$ cat src/rtl/adpll_pkg.sv
// Shared definitions for the ADPLL lock sequencer: state encodings, default
// widths and gains, and the saturating magnitude helper.
package adpll_pkg;

    typedef enum logic [2:0] {
        ST_IDLE     = 3'd0,
        ST_COARSE   = 3'd1,
        ST_FINE     = 3'd2,
        ST_LOCKED   = 3'd3,
        ST_HOLDOVER = 3'd4
    } lock_state_t;

    localparam int ERR_W_DEF     = 8;
    localparam int GAIN_W_DEF    = 4;
    localparam int KP_COARSE_DEF = 2;
    localparam int KP_FINE_DEF   = 6;

    // Two's-complement magnitude of a w-bit value; the most negative code
    // clamps to the largest positive code so the result still fits in w bits.
    function automatic int abs_sat(input int x, input int w);
        int mag;
        int lim;
        mag = (x < 0) ? -x : x;
        lim = (1 << (w - 1)) - 1;
        return (mag > lim) ? lim : mag;
    endfunction

endpackage

$ cat src/rtl/adpll_err_window.sv
// Combinational phase-error classifier: saturated |err| compared against the
// lock window and the coarse re-acquisition threshold.
module adpll_err_window
    import adpll_pkg::*;
#(
    parameter int ERR_W         = ERR_W_DEF,
    parameter int LOCK_THRESH   = 4,
    parameter int COARSE_THRESH = 64
) (
    input  logic signed [ERR_W-1:0] phase_err,
    output logic                    in_window,
    output logic                    coarse_trip
);

    int err_mag;

    assign err_mag     = abs_sat(int'(phase_err), ERR_W);
    assign in_window   = (err_mag < LOCK_THRESH);
    assign coarse_trip = (err_mag >= COARSE_THRESH);

endmodule

$ cat src/rtl/adpll_lock_ctrl.sv
// ADPLL acquisition/lock sequencer: gain selection, DCO hold and lock report.
// Define ADPLL_LOCK_STATS_EN to add the loss_count and acq_cycles statistics.
module adpll_lock_ctrl
    import adpll_pkg::*;
#(
    parameter int ERR_W         = ERR_W_DEF,
    parameter int GAIN_W        = GAIN_W_DEF,
    parameter int KP_COARSE     = KP_COARSE_DEF,
    parameter int KP_FINE       = KP_FINE_DEF,
    parameter int LOCK_THRESH   = 4,
    parameter int COARSE_THRESH = 64,
    parameter int SETTLE_CNT    = 32,
    parameter int LOCK_CNT      = 16,
    parameter int UNLOCK_CNT    = 4,
    parameter int TIMEOUT       = 1024
) (
    input  logic                    clk,
    input  logic                    reset,
    input  logic                    enable,
    input  logic signed [ERR_W-1:0] phase_err,
    input  logic                    phase_err_valid,
    output logic [GAIN_W-1:0]       loop_gain_shift,
    output logic                    coarse_mode,
    output logic                    dco_hold,
    output logic                    locked,
    output logic                    lock_lost,
    output logic [2:0]              state
`ifdef ADPLL_LOCK_STATS_EN
    ,
    output logic [15:0]             loss_count,
    output logic [15:0]             acq_cycles
`endif
);

    localparam int SET_W = $clog2(SETTLE_CNT + 1);
    localparam int LCK_W = $clog2(LOCK_CNT + 1);
    localparam int ULK_W = $clog2(UNLOCK_CNT + 1);
    localparam int WD_W  = $clog2(TIMEOUT + 1);

    lock_state_t       state_q, next_state;
    logic [GAIN_W-1:0] gain_q, gain_d;
    logic              coarse_q, coarse_d;
    logic              hold_q, hold_d;
    logic              locked_q, locked_d;
    logic              lost_q, lost_d;

    logic [SET_W-1:0]  settle_cnt;
    logic [LCK_W-1:0]  inwin_cnt;
    logic [ULK_W-1:0]  outwin_cnt;
    logic [WD_W-1:0]   wd_cnt;

    logic              in_window;
    logic              coarse_trip;
    logic              wd_expire;
    logic              state_chg;

    adpll_err_window #(
        .ERR_W        (ERR_W),
        .LOCK_THRESH  (LOCK_THRESH),
        .COARSE_THRESH(COARSE_THRESH)
    ) u_err_window (
        .phase_err  (phase_err),
        .in_window  (in_window),
        .coarse_trip(coarse_trip)
    );

    // Expires on the TIMEOUT-th consecutive cycle without a valid sample.
    assign wd_expire = (wd_cnt == WD_W'(TIMEOUT - 1)) && !phase_err_valid;
    assign state_chg = (next_state != state_q);

    // NOTE: every register in this design, state and outputs alike, is cleared
    // by the synchronous reset so a mid-run reset matches power-up exactly.
    always_ff @(posedge clk) begin
        if (reset) begin
            state_q  <= ST_IDLE;
            gain_q   <= GAIN_W'(KP_COARSE);
            coarse_q <= 1'b0;
            hold_q   <= 1'b1;
            locked_q <= 1'b0;
            lost_q   <= 1'b0;
        end else begin
            // NOTE: sequential state uses non-blocking assignments so all
            // registers see pre-edge values regardless of statement order.
            state_q  <= next_state;
            gain_q   <= gain_d;
            coarse_q <= coarse_d;
            hold_q   <= hold_d;
            locked_q <= locked_d;
            lost_q   <= lost_d;
        end
    end

    always_comb begin
        // NOTE: defaulting next_state before the case keeps this block free of
        // inferred latches on paths that do not assign it.
        next_state = state_q;
        if (!enable) begin
            next_state = ST_IDLE;
        end else begin
            unique case (state_q)
                ST_IDLE: next_state = ST_COARSE;
                ST_COARSE: begin
                    if (phase_err_valid) begin
                        if (settle_cnt == SET_W'(SETTLE_CNT - 1)) next_state = ST_FINE;
                    end else if (wd_expire) begin
                        next_state = ST_HOLDOVER;
                    end
                end
                ST_FINE: begin
                    if (phase_err_valid) begin
                        if (coarse_trip)
                            next_state = ST_COARSE;
                        else if (in_window && inwin_cnt == LCK_W'(LOCK_CNT - 1))
                            next_state = ST_LOCKED;
                    end else if (wd_expire) begin
                        next_state = ST_HOLDOVER;
                    end
                end
                ST_LOCKED: begin
                    if (phase_err_valid) begin
                        if (coarse_trip)
                            next_state = ST_COARSE;
                        else if (!in_window && outwin_cnt == ULK_W'(UNLOCK_CNT - 1))
                            next_state = ST_FINE;
                    end else if (wd_expire) begin
                        next_state = ST_HOLDOVER;
                    end
                end
                ST_HOLDOVER: begin
                    if (phase_err_valid) next_state = ST_FINE;
                end
                default: next_state = ST_IDLE;
            endcase
        end
    end

    // Output values for the coming cycle, decoded from the state being entered.
    always_comb begin
        gain_d   = gain_q;
        coarse_d = 1'b0;
        hold_d   = 1'b0;
        locked_d = 1'b0;
        lost_d   = enable && (state_q == ST_LOCKED) && (next_state != ST_LOCKED);
        unique case (next_state)
            ST_IDLE: begin
                gain_d = GAIN_W'(KP_COARSE);
                hold_d = 1'b1;
            end
            ST_COARSE: begin
                gain_d   = GAIN_W'(KP_COARSE);
                coarse_d = 1'b1;
            end
            ST_FINE:     gain_d = GAIN_W'(KP_FINE);
            ST_LOCKED: begin
                gain_d   = GAIN_W'(KP_FINE);
                locked_d = 1'b1;
            end
            ST_HOLDOVER: hold_d = 1'b1;
            default:     hold_d = 1'b1;
        endcase
    end

    // Sample counters and watchdog; all restart on any state change.
    always_ff @(posedge clk) begin
        if (reset || state_chg) begin
            settle_cnt <= '0;
            inwin_cnt  <= '0;
            outwin_cnt <= '0;
            wd_cnt     <= '0;
        end else begin
            if (phase_err_valid)
                wd_cnt <= '0;
            else if (!(&wd_cnt))
                wd_cnt <= wd_cnt + 1'b1;

            if (phase_err_valid) begin
                unique case (state_q)
                    ST_COARSE: if (!(&settle_cnt)) settle_cnt <= settle_cnt + 1'b1;
                    ST_FINE: begin
                        if (!in_window)
                            inwin_cnt <= '0;
                        else if (!(&inwin_cnt))
                            inwin_cnt <= inwin_cnt + 1'b1;
                    end
                    ST_LOCKED: begin
                        if (in_window)
                            outwin_cnt <= '0;
                        else if (!(&outwin_cnt))
                            outwin_cnt <= outwin_cnt + 1'b1;
                    end
                    default: ;
                endcase
            end
        end
    end

`ifdef ADPLL_LOCK_STATS_EN
    logic [15:0] loss_q;
    logic [15:0] acq_timer;
    logic [15:0] acq_q;

    // acq_timer runs from the most recent COARSE entry and is latched on LOCKED entry.
    always_ff @(posedge clk) begin
        if (reset) begin
            loss_q    <= '0;
            acq_timer <= '0;
            acq_q     <= '0;
        end else begin
            if (lost_d && !(&loss_q)) loss_q <= loss_q + 1'b1;

            if (next_state == ST_COARSE && state_q != ST_COARSE)
                acq_timer <= '0;
            else if (!(&acq_timer))
                acq_timer <= acq_timer + 1'b1;

            if (next_state == ST_LOCKED && state_q != ST_LOCKED)
                acq_q <= (&acq_timer) ? acq_timer : acq_timer + 1'b1;
        end
    end

    assign loss_count = loss_q;
    assign acq_cycles = acq_q;
`endif

    assign state           = state_q;
    assign loop_gain_shift = gain_q;
    assign coarse_mode     = coarse_q;
    assign dco_hold        = hold_q;
    assign locked          = locked_q;
    assign lock_lost       = lost_q;

endmodule

$ cat config.mk
export PLATFORM = sky130hd
export DESIGN_NAME = adpll_lock_ctrl
export DESIGN_NICKNAME = d
export VERILOG_FILES = /design/src/rtl/adpll_pkg.sv /design/src/rtl/adpll_err_window.sv /design/src/rtl/adpll_lock_ctrl.sv
export SDC_FILE = /design/constraint.sdc
export NUM_CORES = 1
export LEC_CHECK = 0
export CAP_MARGIN = 30
export CORE_ASPECT_RATIO = 0.8
export CORE_MARGIN = 2
export CORE_UTILIZATION = 50
export DETAILED_ROUTE_END_ITERATION = 7
export HOLD_SLACK_MARGIN = 0.02
export PLACE_DENSITY_LB_ADDON = 0.12
export REMOVE_ABC_BUFFERS = 1
export SYNTH_ARGS = -nofsm -noshare
export SYNTH_HDL_FRONTEND = slang
export SYNTH_SLANG_ARGS = --single-unit
$ cat constraint.sdc
create_clock -name clk -period 2.1 [get_ports clk]
set_input_delay 0.21 -clock clk [delete_from_list [all_inputs] [get_ports clk]]
set_output_delay 0.21 -clock clk [all_outputs]
set_load 0.01 [all_outputs]
### Word-level counts from Yosys, hierarchy flattened

Cells that the tools add are included.

* equal/unequal tests: 15
* reduce and logical (&&, ||, !) cells: 22
* add/sub/neg operators: 5
* multiplexer cells: 22
* bitwise operators: 1
* order comparisons: 4

Operator list (count)
* 32-bit 2-to-1 mux: 2
* 3-bit 2-to-1 mux: 13
* 32-bit by 8-bit greater-or-equal comparator with 1-bit output, second input constant: 1
* 32-bit by 8-bit > comparator with 1-bit output, second input constant: 1
* 32-bit by 4-bit < comparator with 1-bit output, second input constant: 1
* 8-bit negator with 32-bit output: 1
* 3-bit by 2-bit equality test with 1-bit output, second input constant: 5
* 3-bit case mux with 5 select lines: 1
* 3-bit AND reduction: 4
* 11-bit by 1-bit adder with 11-bit output, second input constant: 1
* 11-bit by 10-bit equality test with 1-bit output, second input constant: 1
* 11-bit AND reduction: 1
* 5-bit 2-to-1 mux: 2
* 8-bit by 1-bit < comparator with 1-bit output, second input constant: 1
* 4-bit case mux with 2 select lines: 1
* 6-bit by 1-bit adder with 6-bit output, second input constant: 1
* 3-bit by 1-bit equality test with 1-bit output, second input constant: 2
* 6-bit by 5-bit equality test with 1-bit output, second input constant: 1
* 3-bit zero test: 2
* 6-bit AND reduction: 1
* 2-bit OR reduction: 3
* 5-bit by 1-bit adder with 5-bit output, second input constant: 1
* 5-bit by 4-bit equality test with 1-bit output, second input constant: 1
* 1-bit logical AND: 5
* 12 further kinds: 16

* logic and storage cells: 79
* input port bits: 12
* output and inout bits: 11
* bits in registers: 36

### Longest topological paths before layout

* depth after elaboration: 15
* depth in mapped cells: 9
* gate-level depth less buffers: 8

### Modules after synthesis

From an unflattened synthesis, not the netlist that was laid out.

* cell total of the unflattened synthesis: 225
* area, all modules: 1949.4 um^2

By module, submodules not included
* adpll_lock_ctrl: area each 1766.7 um^2, cells each 200, seq. area each 660.6 um^2, instances 1
* adpll_err_window: area each 182.7 um^2, cells each 25, seq. area each 0.0 um^2, instances 1

### Worst setup path before layout

No wires, ideal clock.

* path type: reg-to-reg
* start point: register wd_cnt[0]
* end point: register wd_cnt[0]
* stages on the path, launching flop included: 9
* required time: 1962 ps
* setup slack: -52 ps
* clock period less this slack: 2152 ps
* arrival time: 2013 ps
* buffers on the path: 1
* library setup time: 138 ps
* cell sequence: dfxtp_1 > ha_1 > nand3_1 > or4_1 > nor4_1 > a2111oi_2 > nand4_2 > buf_4 > nor3_2

* longest elaborated chain between the ends: 9
* elaborated cells on any way between the ends: 13
* classes of those cells: add/sub (1); eq/ne (2); mux (6); reduce/logical (4)

Ends and longest elaborated chain
* start: declaration: RTL line adpll_lock_ctrl.sv:50 `logic [WD_W-1:0] wd_cnt;`
* start signal: assignment: RTL line adpll_lock_ctrl.sv:174 `wd_cnt <= wd_cnt + 1'b1;`
* 11-bit by 10-bit equality test with 1-bit output: RTL line adpll_lock_ctrl.sv:68 `assign wd_expire = (wd_cnt == WD_W'(TIMEOUT - 1)) && !phase_err_valid;`
* 1-bit logical AND: RTL line adpll_lock_ctrl.sv:68
* 3-bit 2-to-1 mux: RTL line adpll_lock_ctrl.sv:105, adpll_lock_ctrl.sv:115, adpll_lock_ctrl.sv:125
* 3-bit 2-to-1 mux (on tied branches): RTL line adpll_lock_ctrl.sv:120, adpll_lock_ctrl.sv:103, adpll_lock_ctrl.sv:110
* 3-bit case mux with 5 select lines: RTL line adpll_lock_ctrl.sv:100 `unique case (state_q)`
* 3-bit 2-to-1 mux: RTL line adpll_lock_ctrl.sv:97 `if (!enable) begin`
* 3-bit inequality test: RTL line adpll_lock_ctrl.sv:69 `assign state_chg = (next_state != state_q);`
* 1-bit logical OR: RTL line adpll_lock_ctrl.sv:165 `if (reset || state_chg) begin`
* 2-bit OR reduction (no line)

Several ways; a longest one is shown, not always the timed one.
A chain may end at the register's enable or synchronous reset.

### Worst setup path in the final report

* start point: register state_q[2], in the netlist state[2]
* end point: register wd_cnt[1]

* longest elaborated chain between the ends: 8
* elaborated cells on any way between the ends: 20
* classes of those cells: eq/ne (5); mux (12); reduce/logical (3)

Ends and longest elaborated chain
* start: declaration: RTL line adpll_lock_ctrl.sv:40 `lock_state_t state_q, next_state;`
* start signal: assignment: RTL line adpll_lock_ctrl.sv:84 `state_q <= next_state;`
* 3-bit 2-to-1 mux (on tied branches): RTL line adpll_lock_ctrl.sv:123, adpll_lock_ctrl.sv:113
* 3-bit 2-to-1 mux (on tied branches): RTL line adpll_lock_ctrl.sv:121, adpll_lock_ctrl.sv:111
* 3-bit 2-to-1 mux (on tied branches): RTL line adpll_lock_ctrl.sv:120, adpll_lock_ctrl.sv:110
* 3-bit case mux with 5 select lines: RTL line adpll_lock_ctrl.sv:100
* 3-bit 2-to-1 mux: RTL line adpll_lock_ctrl.sv:97
* 3-bit inequality test (*): RTL line adpll_lock_ctrl.sv:69
* 1-bit logical OR (*): RTL line adpll_lock_ctrl.sv:165
* 2-bit OR reduction (no line) (*)

Every way passes the cells marked *; elsewhere a longest branch is shown, timed or not.

==> flow_metrics.tcl <==
set metrics [dict create \
    finalPower_mw 1.40 \
    cp.required_ns 2.27 \
    grt_pass1_vias 1933 \
    synthFlopType "dfxtp_1" \
    yosys.cell_types.count 57 \
    core_um2 3850 \
    clk-insertion-delay-late_ns 0.29 \
    wl_per_cell_um 19.1 \
    gp_congestion 0.881 \
    start_util_pct 53.0 \
    grt_setup_unrepaired "true" \
    io_pins 23 \
    cts_tree "done" \
    grt_antenna_before_repair 0 \
    gr-total-overflow 0 \
    port_buffers 19 \
    maxSlewViolCount 0 \
    min_path_cells 2 \
    synth_area_per_cell_um2 8.58 \
    synth_top_area_share_pct 32.4 \
    num_rows 20 \
    num-nets-final 333 \
    setup-violations-final 22 \
    yosysSeqAreaShare_pct 32.4 \
    ys_ff_latch 33 \
    drc 0 \
    synth-edff-count 0 \
    clock_skew_ns 0.00854 \
    powerDensity_nw_per_um2 450 \
    crit_type "reg2reg" \
    max_freq_ghz 0.448 \
    post-route-period-util_pct 106 \
    routed_wl_um 7040 \
    dieArea_um2 4610 \
    period_needed_ns 2.23 \
    worst_slack_ns -0.135 \
    h-tree-depth 2 \
    initialDrtViolationCount 363 \
    maxCapViolCount 0 \
    antennaDiodeCount 0 \
    cts_buffers 5 \
    crit_path_start_kind "flip-flop" \
    violations "setup timing" \
    syn2layout_area_growth_pct 52.8 \
    cts_root_buffer "clkbuf_8" \
    syn-cell-area_um2 2040 \
    synth_commonest_cells "dfxtp_1 (33), nor2_1 (22), nand2_1 (17), inv_1 (13), nand3_1 (11)" \
    leakagePower_nw 1.15 \
    drive_above_1_share_pct 42.5 \
    synthTopCellsByArea "dfxtp_1 (32%), ha_1 (5.5%), nor3_2 (4.4%)" \
    postRouteAntennaNets 0 \
    clk_pin_slew_worst_paths_ns 0.08 \
    synth_top_cell_by_area "dfxtp_1" \
    peakVddDrop_v 0.000378 \
    place_ws_ns -0.580 \
    numClockSinks 33 \
    die_x_um 75.5 \
    ys_warn_count 0 \
    crit_arrival_ns 2.41 \
    grt_max_degree 12 \
    hp-class "reg2reg" \
    endpoint_kind "flip-flop" \
    status "finished with violations" \
    r2r_cells 9 \
    grt_usage_pct 27.1 \
    fillers 251 \
    die_y_um 61.2 \
    viasPerCell 6.38 \
    setup_tns_ns -1.89 \
    cts_max_path_buffers 2 \
    first_pass_iters 7 \
    async_reset_ff_share_pct 0 \
    yosys.cell_count.top_type "dfxtp_1" \
    vias 2349 \
    crit_path_max_fanout 7 \
    hold_viol 0 \
    grt_pass1_wl_um 9280 \
    netlist_instances 238 \
    dp_hpwl_um 3410 \
]
==> cells in the final DEF (no fill, tap or decap), drive strengths merged, types with 3 or more instances in the layout <==
cell,synthesis,final
a211oi,5,5
a21oi,4,4
a31oi,8,8
and3,5,5
buf,8,60
clkbuf,3,7
clkdlybuf4s50,0,11
conb,2,3
dfxtp,33,33
dlygate4sd2,0,3
ha,9,9
inv,13,13
mux2i,4,4
nand2,17,17
nand2b,3,3
nand3,11,11
nand3b,5,5
nand4,7,7
nand4b,3,3
nor2,22,22
nor3,18,18
nor4,3,3
o21ai,5,5
or4,3,3
xnor2,4,4
xor2,8,8
==> worst max-delay path, stage by stage (launching register included) <==
cell	delay (ns)
dfxtp_1	0.41
buf_4	0.20
nand3b_1	0.24
nor3_4	0.28
nand2_1	0.10
or3_1	0.41
nand4_4	0.14
buf_6	0.15
buf_16	0.13
nor3_2	0.04
==> routing by layer <==
metal,up-vias,global-route usage (%),routed length (um)
met5,-,0,0
met4,0,9.52,440
met3,67,5.07,622
met2,162,43.9,3130
met1,1096,36.5,2840
li1,1024,-,-
==> cell families (layout without fill, tap and decap cells) <==
| kind of cell | after synthesis | in the layout | share of synthesized area (%) |
|---|---|---|---|
| buffers and inverters | 24 | 98 | 5.39 |
| adder cells (fa/ha/maj) | 9 | 9 | 5.51 |
| AND/OR/NAND/NOR | 111 | 111 | 32.5 |
| other | 2 | 3 | 0.368 |
| multiplexers | 4 | 4 | 1.96 |
| AO/OA/AOI/OAI | 43 | 43 | 16.8 |
| XOR/XNOR | 12 | 12 | 5.15 |
| flip-flops | 33 | 33 | 32.4 |
==> what timing repair did <==
action                     4_1_cts  5_1_grt
hold buffers                     0        0
hold endpoints to repair         0        0
cloned                           3        0
pin swaps                       22       12
setup endpoints to repair       30       29
buffers inserted                 7        7
resized for setup               56       29
==> where the power goes <==
part / internal, mW / switching [mW] / total (mW)
sequential: 0.629 / 0.00437 / 0.634
clock: 0.296 / 0.244 / 0.540
combinational: 0.107 / 0.122 / 0.230
==> registers in the layout, indices dropped and copies added (netlist names) <==
register         flops
lock_lost            1
settle_cnt           6
wd_cnt              11
outwin_cnt           3
state                3
coarse_mode          1
locked               1
loop_gain_shift      1
inwin_cnt            5
dco_hold             1
==> worst paths after layout <==
path	start	to	slack, ns
min	inwin_cnt[3]	inwin_cnt[3]	0.49
max	state[2]	wd_cnt[1]	-0.13
max reg2reg	state[2]	wd_cnt[1]	-0.13
min reg2reg	inwin_cnt[3]	inwin_cnt[3]	0.49
==> metrics by stage <==
stage                     cell area [um^2]  std cells  util [%]  hold slack, ns
final                                 3120        368      80.9           0.495
after global routing                  3120        368      80.9           0.507
after CTS                             2980        362      77.2           0.486
after detailed placement              2580        345      66.9           0.473
after global placement                2580        345      66.9           0.475
after floorplan                       1980        228         -           0.279
==> area by class of cell <==
type	count	area [um^2]	area share (%)
Multi-Input combinational cell	182	1530	48.9
Timing Repair Buffer	77	697	22.3
Tap cell	55	68.8	2.21
Sequential cell	33	674	21.6
Clock buffer	7	96.3	3.09
Clock inverter	1	5.00	0.160
Inverter	13	51.3	1.64
Note: power is estimated with default switching activity, not from simulation.
